<file path="config.mk">
export PLATFORM = sky130hd
export DESIGN_NAME = fsm_send_flat
export DESIGN_NICKNAME = d
export VERILOG_FILES = /design/src/rtl/fsm_send_pkg.sv /design/src/rtl/fsm_send_if.sv /design/src/rtl/fsm_send_word_byte_serializer.sv /design/src/rtl/fsm_send.sv /design/src/flat_wrapper.sv
export SDC_FILE = /design/constraint.sdc
export NUM_CORES = 1
export LEC_CHECK = 0
export ABC_AREA = 1
export CORE_MARGIN = 2
export CORE_UTILIZATION = 35
export DETAILED_ROUTE_END_ITERATION = 12
export GPL_TIMING_DRIVEN = 0
export PLACE_DENSITY = 0.68
export SLEW_MARGIN = 20
export SYNTH_ARGS = -nofsm -noshare
export SYNTH_HDL_FRONTEND = slang
export SYNTH_SLANG_ARGS = --single-unit
</file>
<file path="constraint.sdc">
create_clock -name clk -period 4.8 [get_ports clk]
set_input_delay 0.72 -clock clk [delete_from_list [all_inputs] [get_ports clk]]
set_output_delay 0.72 -clock clk [all_outputs]
set_load 0.02 [all_outputs]
</file>
<file path="src/rtl/fsm_send_pkg.sv">
`default_nettype none
// +--------------------------------------------------------------------+
// | Module   : fsm_send_pkg                                            |
// | Purpose  : Shared state encodings, byte constants and byte-select  |
// |            helper for the debugger transmit sequencer.             |
// | Revision : 1.0 - initial release                                   |
// +--------------------------------------------------------------------+
package fsm_send_pkg;

  // A source word is always serialised as four bytes.
  localparam int BYTES_PER_WORD = 4;
  localparam int BYTE_IDX_W     = $clog2(BYTES_PER_WORD);
  localparam logic [BYTE_IDX_W-1:0] LAST_BYTE = BYTE_IDX_W'(BYTES_PER_WORD - 1);

  // Sequencer states; the CHK_* pair is only reachable with the checksum trailer built in.
  typedef enum logic [2:0] {
    ST_IDLE     = 3'd0,
    ST_READ     = 3'd1,
    ST_LOAD     = 3'd2,
    ST_SEND     = 3'd3,
    ST_WAIT_TX  = 3'd4,
    ST_DONE     = 3'd5,
    ST_CHK_SEND = 3'd6,
    ST_CHK_WAIT = 3'd7
  } state_t;

  // Little-endian byte select: index 0 returns bits [7:0].
  function automatic logic [7:0] pick_byte(
    input logic [BYTES_PER_WORD*8-1:0] word,
    input logic [BYTE_IDX_W-1:0]       idx
  );
    return word[{idx, 3'b000} +: 8];
  endfunction

endpackage
`default_nettype wire

</file>
<file path="src/rtl/fsm_send_if.sv">
`default_nettype none
// +--------------------------------------------------------------------+
// | Module   : fsm_send_if                                             |
// | Purpose  : Source-read and UART byte handshake bundle of the       |
// |            transmit sequencer.                                     |
// | Revision : 1.0 - initial release                                   |
// +--------------------------------------------------------------------+
interface fsm_send_if #(
  parameter int ADDR_W = 8,
  parameter int DATA_W = 32
);

  logic              is_start;
  logic [ADDR_W-1:0] o_address;
  logic [DATA_W-1:0] i_data;
  logic [7:0]        o_tx_data;
  logic              os_tx_start;
  logic              is_tx_done;
  logic              os_busy;
  logic              os_done;

  // Sequencer side.
  modport master (
    input  is_start, i_data, is_tx_done,
    output o_address, o_tx_data, os_tx_start, os_busy, os_done
  );

  // Source memory, UART transmitter and controlling logic side.
  modport slave (
    output is_start, i_data, is_tx_done,
    input  o_address, o_tx_data, os_tx_start, os_busy, os_done
  );

endinterface
`default_nettype wire

</file>
<file path="src/rtl/fsm_send_word_byte_serializer.sv">
`default_nettype none
// +--------------------------------------------------------------------+
// | Module   : fsm_send_word_byte_serializer                           |
// | Purpose  : Holds one source word and presents a registered byte    |
// |            chosen by the sequencer's byte index.                   |
// | Revision : 1.0 - initial release                                   |
// +--------------------------------------------------------------------+
module fsm_send_word_byte_serializer
  import fsm_send_pkg::*;
#(
  parameter int DATA_W = 32
) (
  input  logic                  clk,
  input  logic                  rst,
  input  logic                  load,
  input  logic [DATA_W-1:0]     word_in,
  input  logic                  update,
  input  logic [BYTE_IDX_W-1:0] sel,
  input  logic                  inject,
  input  logic [7:0]            inject_byte,
  output logic [7:0]            byte_out
);

  logic [DATA_W-1:0] shift_reg;
  logic [7:0]        byte_sel;

  // On a load the incoming word is used directly so byte 0 appears with no extra cycle.
  always_comb begin
    byte_sel = pick_byte(load ? word_in : shift_reg, sel);
    if (inject) begin
      byte_sel = inject_byte;
    end
  end

  // Word capture and registered byte output; the byte holds until the next update.
  always_ff @(posedge clk or negedge rst) begin
    if (!rst) begin
      shift_reg <= '0;
      byte_out  <= '0;
    end else begin
      if (load) begin
        shift_reg <= word_in;
      end
      if (update) begin
        byte_out <= byte_sel;
      end
    end
  end

endmodule
`default_nettype wire

</file>
<file path="src/rtl/fsm_send.sv">
`default_nettype none
// +--------------------------------------------------------------------+
// | Module   : fsm_send                                                |
// | Purpose  : Debugger transmit sequencer. Dumps N_WORDS source words |
// |            from address 0 as little-endian bytes over a UART       |
// |            start/done handshake and pulses os_done at the end.     |
// |            Define FSM_SEND_CHECKSUM_EN to append an XOR checksum    |
// |            byte after the data bytes.                              |
// | Revision : 1.0 - initial release                                   |
// +--------------------------------------------------------------------+
module fsm_send
  import fsm_send_pkg::*;
#(
  parameter int N_WORDS = 32,
  parameter int ADDR_W  = 8,
  parameter int DATA_W  = 32
) (
  input  logic       clk,
  input  logic       rst,
  fsm_send_if.master bus
);

  // Index of the final word; word_cnt stops here so it can never wrap.
  localparam logic [ADDR_W-1:0] LAST_WORD = ADDR_W'(N_WORDS - 1);

  state_t                state;
  state_t                state_nxt;
  logic [ADDR_W-1:0]     word_cnt;
  logic [ADDR_W-1:0]     word_cnt_nxt;
  logic [BYTE_IDX_W-1:0] byte_cnt;
  logic [BYTE_IDX_W-1:0] byte_cnt_nxt;
  logic                  load;
  logic                  update;
  logic                  inject;
  logic [ADDR_W-1:0]     address;
  logic                  tx_start;
  logic                  busy;
  logic                  done;
  logic [7:0]            tx_byte;
  logic [7:0]            chk_byte;

  // State register.
  always_ff @(posedge clk or negedge rst) begin
    if (!rst) begin
      state <= ST_IDLE;
    end else begin
      state <= state_nxt;
    end
  end

  // Next-state, counter updates and serializer controls.
  always_comb begin
    state_nxt    = state;
    word_cnt_nxt = word_cnt;
    byte_cnt_nxt = byte_cnt;
    load         = 1'b0;
    update       = 1'b0;
    inject       = 1'b0;
    case (state)
      ST_IDLE: begin
        if (bus.is_start) begin
          state_nxt = ST_READ;
        end
      end
      ST_READ: begin
        state_nxt = ST_LOAD;
      end
      ST_LOAD: begin
        load         = 1'b1;
        update       = 1'b1;
        byte_cnt_nxt = '0;
        state_nxt    = ST_SEND;
      end
      ST_SEND: begin
        // A done strobe here is ignored: the transmitter cannot finish in zero cycles.
        state_nxt = ST_WAIT_TX;
      end
      ST_WAIT_TX: begin
        if (bus.is_tx_done) begin
          if (byte_cnt != LAST_BYTE) begin
            byte_cnt_nxt = byte_cnt + 1'b1;
            update       = 1'b1;
            state_nxt    = ST_SEND;
          end else if (word_cnt != LAST_WORD) begin
            word_cnt_nxt = word_cnt + 1'b1;
            state_nxt    = ST_READ;
          end else begin
`ifdef FSM_SEND_CHECKSUM_EN
            inject    = 1'b1;
            update    = 1'b1;
            state_nxt = ST_CHK_SEND;
`else
            state_nxt = ST_DONE;
`endif
          end
        end
      end
`ifdef FSM_SEND_CHECKSUM_EN
      ST_CHK_SEND: begin
        state_nxt = ST_CHK_WAIT;
      end
      ST_CHK_WAIT: begin
        if (bus.is_tx_done) begin
          state_nxt = ST_DONE;
        end
      end
`endif
      ST_DONE: begin
        // is_start is not looked at here; a new dump needs a pass through IDLE.
        word_cnt_nxt = '0;
        state_nxt    = ST_IDLE;
      end
      default: begin
        state_nxt = ST_IDLE;
      end
    endcase
  end

  // Counters and registered outputs, all derived from the upcoming state.
  always_ff @(posedge clk or negedge rst) begin
    if (!rst) begin
      word_cnt <= '0;
      byte_cnt <= '0;
      address  <= '0;
      tx_start <= 1'b0;
      busy     <= 1'b0;
      done     <= 1'b0;
    end else begin
      word_cnt <= word_cnt_nxt;
      byte_cnt <= byte_cnt_nxt;
      if (state_nxt == ST_READ) begin
        address <= word_cnt_nxt;
      end
      tx_start <= (state_nxt == ST_SEND) || (state_nxt == ST_CHK_SEND);
      busy     <= (state_nxt != ST_IDLE);
      done     <= (state_nxt == ST_DONE);
    end
  end

`ifdef FSM_SEND_CHECKSUM_EN
  logic [7:0] checksum;

  // Running XOR of every byte put on the transmitter, restarted with each dump.
  always_ff @(posedge clk or negedge rst) begin
    if (!rst) begin
      checksum <= '0;
    end else if ((state == ST_IDLE) && (state_nxt == ST_READ)) begin
      checksum <= '0;
    end else if (state == ST_SEND) begin
      checksum <= checksum ^ tx_byte;
    end
  end

  assign chk_byte = checksum;
`else
  assign chk_byte = '0;
`endif

  fsm_send_word_byte_serializer #(
    .DATA_W (DATA_W)
  ) u_serializer (
    .clk         (clk),
    .rst         (rst),
    .load        (load),
    .word_in     (bus.i_data),
    .update      (update),
    .sel         (byte_cnt_nxt),
    .inject      (inject),
    .inject_byte (chk_byte),
    .byte_out    (tx_byte)
  );

  assign bus.o_address   = address;
  assign bus.o_tx_data   = tx_byte;
  assign bus.os_tx_start = tx_start;
  assign bus.os_busy     = busy;
  assign bus.os_done     = done;

endmodule
`default_nettype wire
</file>
<file path="src/flat_wrapper.sv">
// flat-port wrapper written by rule: the top's interface ports become plain ports
module fsm_send_flat import fsm_send_pkg::*;
#(
  parameter int N_WORDS = 32,
  parameter int ADDR_W  = 8,
  parameter int DATA_W  = 32
)
  (clk, rst, bus_is_start, bus_i_data, bus_is_tx_done, bus_o_address, bus_o_tx_data, bus_os_tx_start, bus_os_busy, bus_os_done);
  fsm_send_if #(.ADDR_W(ADDR_W), .DATA_W(DATA_W)) bus_i ();
  input  logic clk;
  input  logic rst;
  input wire logic [$bits(bus_i.is_start)-1:0] bus_is_start;
  input wire logic [$bits(bus_i.i_data)-1:0] bus_i_data;
  input wire logic [$bits(bus_i.is_tx_done)-1:0] bus_is_tx_done;
  output wire logic [$bits(bus_i.o_address)-1:0] bus_o_address;
  output wire logic [$bits(bus_i.o_tx_data)-1:0] bus_o_tx_data;
  output wire logic [$bits(bus_i.os_tx_start)-1:0] bus_os_tx_start;
  output wire logic [$bits(bus_i.os_busy)-1:0] bus_os_busy;
  output wire logic [$bits(bus_i.os_done)-1:0] bus_os_done;
  assign bus_i.is_start = bus_is_start;
  assign bus_i.i_data = bus_i_data;
  assign bus_i.is_tx_done = bus_is_tx_done;
  assign bus_o_address = bus_i.o_address;
  assign bus_o_tx_data = bus_i.o_tx_data;
  assign bus_os_tx_start = bus_i.os_tx_start;
  assign bus_os_busy = bus_i.os_busy;
  assign bus_os_done = bus_i.os_done;
  fsm_send #(.N_WORDS(N_WORDS), .ADDR_W(ADDR_W), .DATA_W(DATA_W)) u_core (.clk(clk), .rst(rst), .bus(bus_i));
endmodule
</file>
==> results.md <==
- Status: finished, final reports clean
- Starting DRT DRC Count: 182
- Largest net degree at the start of global routing: 40
- Final setup viols: 0
- Routed WL: roughly 7.5 mm
- Die Span Y: between 100 and 150 microns
- Initial DRT Pass Iterations: 4
- Post-Syn Area: approximately 3300 sq um
- Share of layout cells above drive strength 1: 0.08527
- Final ANT Viol Nets: 0
- Nets@finish: between 500 and 600
- Sequential-to-total area share from yosys stat: 0.4871
- Register-to-register setup slack: 2890 ps
- CTS Buf Count: 9
- Core ar.: just over 9000 sq um
- Port bufs: 53
- Drt wl/cell: ~12 microns
- Vias in the first global route: about 2800
- Cts repair resizes: 0
- ANT cells: 0
- Max incr delay on CP: 620 ps
- Mapped Cells: 446
- Placement Setup Slack: roughly 2600 ps
- #FFs+latches synth: 64
- Initial antenna violation count: 0
- Slew HR: 0.6477
- Cells on worst reg2reg path: 10
- Final min period: 2042 ps
- Die Span X: 100.9 microns
- I/O pins: 55
- Buf/Inv on CP: 1
- Initial Util: 0.3576
- Tcrit/Tclk final: 0.4253
- Area growth from synthesis to layout: 26.41%
- Clk sinks: 64
- Slowest library cell on the worst path: clkdlybuf4s50_1
- Residual DRC: 0
- Post-DP HPWL: between 5 and 6 mm
- Startpoint Class: flop
- Die area: 10190 sq um
- CP top delay family: buffers and inverters
- Reg2Reg Launch Point: u_core.state[2]
- Worst Max-Slew Pin Slew: approximately 530 ps
- # H-tree levels: 3
- Clock transition at path regs: roughly 70 ps
- Max VDD drop: about 0.25 mV
- Worst-path cell chain: clkdlybuf4s50_1
- Worst skew pair latency: 340 ps
- Setup TNS: 0 ps
- Total track usage: 0.1619
- WP data required: ~4000 ps
- Via density: ~4.5
- Worst min path class: input pin to async pin
- Total grt overflow: 0
- Clock buffer depth: 2
- Global-route wire length before repair: 12.90 mm
- Slew Viols, Final: 0
- Setup Fix Bufs, Post-CTS: 0
- Core Util, Final: 0.4520
- Leakage power: 2.210 nW
- Pwr dens: a little under 600 nW/um^2
- Worst Slack Setup Final: 2758 ps
- # rows: 35
- Vias post-DR: between 2000 and 3000
- Clk root buf: clkbuf_8
- WS Path Type: flop to output port
- Critical R2R Capture: u_core.u_serializer.byte_out[3]
- Synth Warn #: 0
- CTS Hold Bufs: 0
- Number of flip-flops in the largest register: 32
- Gpl congestion: ~0.83
- RSZ-0062 raised after global routing: no
- Clock skew: 7.861 ps
- Net Count, Synth: around 480
- Syn avg cell area: ~7.4 sq um
- Critical path endpoint category: output port
- Fin. Hold Viols: 0
- CTS tree: yes
- Maxcap violations: 0
- Critical Path Fanout Max: 2
- Yosys cell types: 26
- WP data arrival: between 1000 and 1500 ps
- F_max: slightly below 500 MHz
-- area by class of cell --
cell class	instances	area, sq um
flip-flops and latches	64	1602
plain buffers	14	91.34
multi-input cells	283	1276
well taps	111	138.9
inverters	85	319.1
clock buffers	10	137.6
clock inverters	6	43.79
repair buffers	54	548.0
fillers	907	5040
-- power by group --
group	total (mW)	leakage [nW]	switching (mW)	internal, mW
Clock	0.424	0.0926	0.221	0.203
Sequential	0.823	0.777	0.0808	0.742
Combinational	1.16	1.34	0.730	0.429
-- worst max path at each step --
stage                                                from                                 to  slack [ps]  cells after the start
after detailed placement                     bus_is_start            u_core.bus.o_address[3]        2650                      6
final                             u_core.bus.o_address[6]                   bus_o_address[6]        2760                      1
after global placement                                rst  u_core.u_serializer.shift_reg[17]         880                      1
after floorplan                            bus_is_tx_done    u_core.u_serializer.byte_out[2]        3010                     11
after CTS                 u_core.u_serializer.byte_out[1]                   bus_o_tx_data[1]        2740                      1
after global routing      u_core.u_serializer.byte_out[1]                   bus_o_tx_data[1]        2700                      1
-- placed cells by master (no fill, tap or decap), types with 3 or more instances in the layout --
cell type / synthesis / layout
buf_6: 3 / 3
buf_2: 9 / 9
nor2_1: 13 / 13
dfrtp_1: 64 / 64
inv_1: 83 / 83
nand4_1: 3 / 3
nor2_4: 3 / 3
o21ai_1: 6 / 6
nand2_1: 162 / 162
nand3_1: 60 / 60
nand2_2: 3 / 3
nand3b_1: 7 / 7
clkdlybuf4s50_1: 0 / 52
o21ai_0: 14 / 14
clkbuf_8: 0 / 10
-- cell usage after synthesis --
cell type / count / area (sq um)
nand3_2: 1 / 10.01
inv_2: 2 / 7.510
ha_1: 1 / 12.51
buf_4: 1 / 7.510
clkbuf_2: 1 / 5.000
o21ai_2: 1 / 8.760
nand3_1: 60 / 300.3
buf_2: 9 / 45.04
nor2_1: 13 / 48.80
nand2_4: 2 / 22.52
nand4_1: 3 / 18.77
dfrtp_1: 64 / 1602
o211ai_1: 1 / 7.510
nor2b_1: 1 / 6.260
buf_6: 3 / 33.78
nand2_2: 3 / 18.77
o21ai_0: 14 / 70.07
and2_1: 1 / 6.260
inv_1: 83 / 311.6
a21oi_1: 1 / 5.000
nor3_1: 2 / 10.01
a31oi_1: 1 / 6.260
o21ai_1: 6 / 30.03
nor2_4: 3 / 33.78
nand2_1: 162 / 608.1
nand3b_1: 7 / 52.55
-- metal layers --
| metal | vias up | track usage | wire length [microns] |
|---|---|---|---|
| met1 | 1279 | 0.2272 | 3666 |
| li1 | 1489 | - | - |
| met3 | 16 | 0.03537 | 325 |
| met2 | 63 | 0.2405 | 3331 |
| met4 | 0 | 0.07069 | 186 |
| met5 | - | 0 | 0 |
-- cells by family (layout without fill, tap and decap cells) --
logic type                 after synthesis  count (layout)  synth area share
AOI/OAI and AO/OA                       24              24           0.03882
adders and majority gates                1               1          0.003805
buffers and inverters                   99             169            0.1248
DFF                                     64              64            0.4871
and+or+nand+nor                        258             258            0.3455
-- per-stage QoR --
| stage | power (mW) | hold WS (ps) | std cells | instance area, sq um |
|---|---|---|---|---|
| 4_1_cts | 2.431 | 279.4 | 627 | 4156 |
| 6_report | 2.407 | 276.9 | 627 | 4156 |
| 3_5_place_dp | 2.000 | 457.3 | 611 | 3975 |
| 5_1_grt | 2.648 | 292.0 | 627 | 4156 |
| 2_1_floorplan | 1.647 | 424.4 | 446 | 3288 |
| 3_3_place_gp | 1.973 | 450.8 | 610 | 3958 |
(Power assumes the default switching activity.)
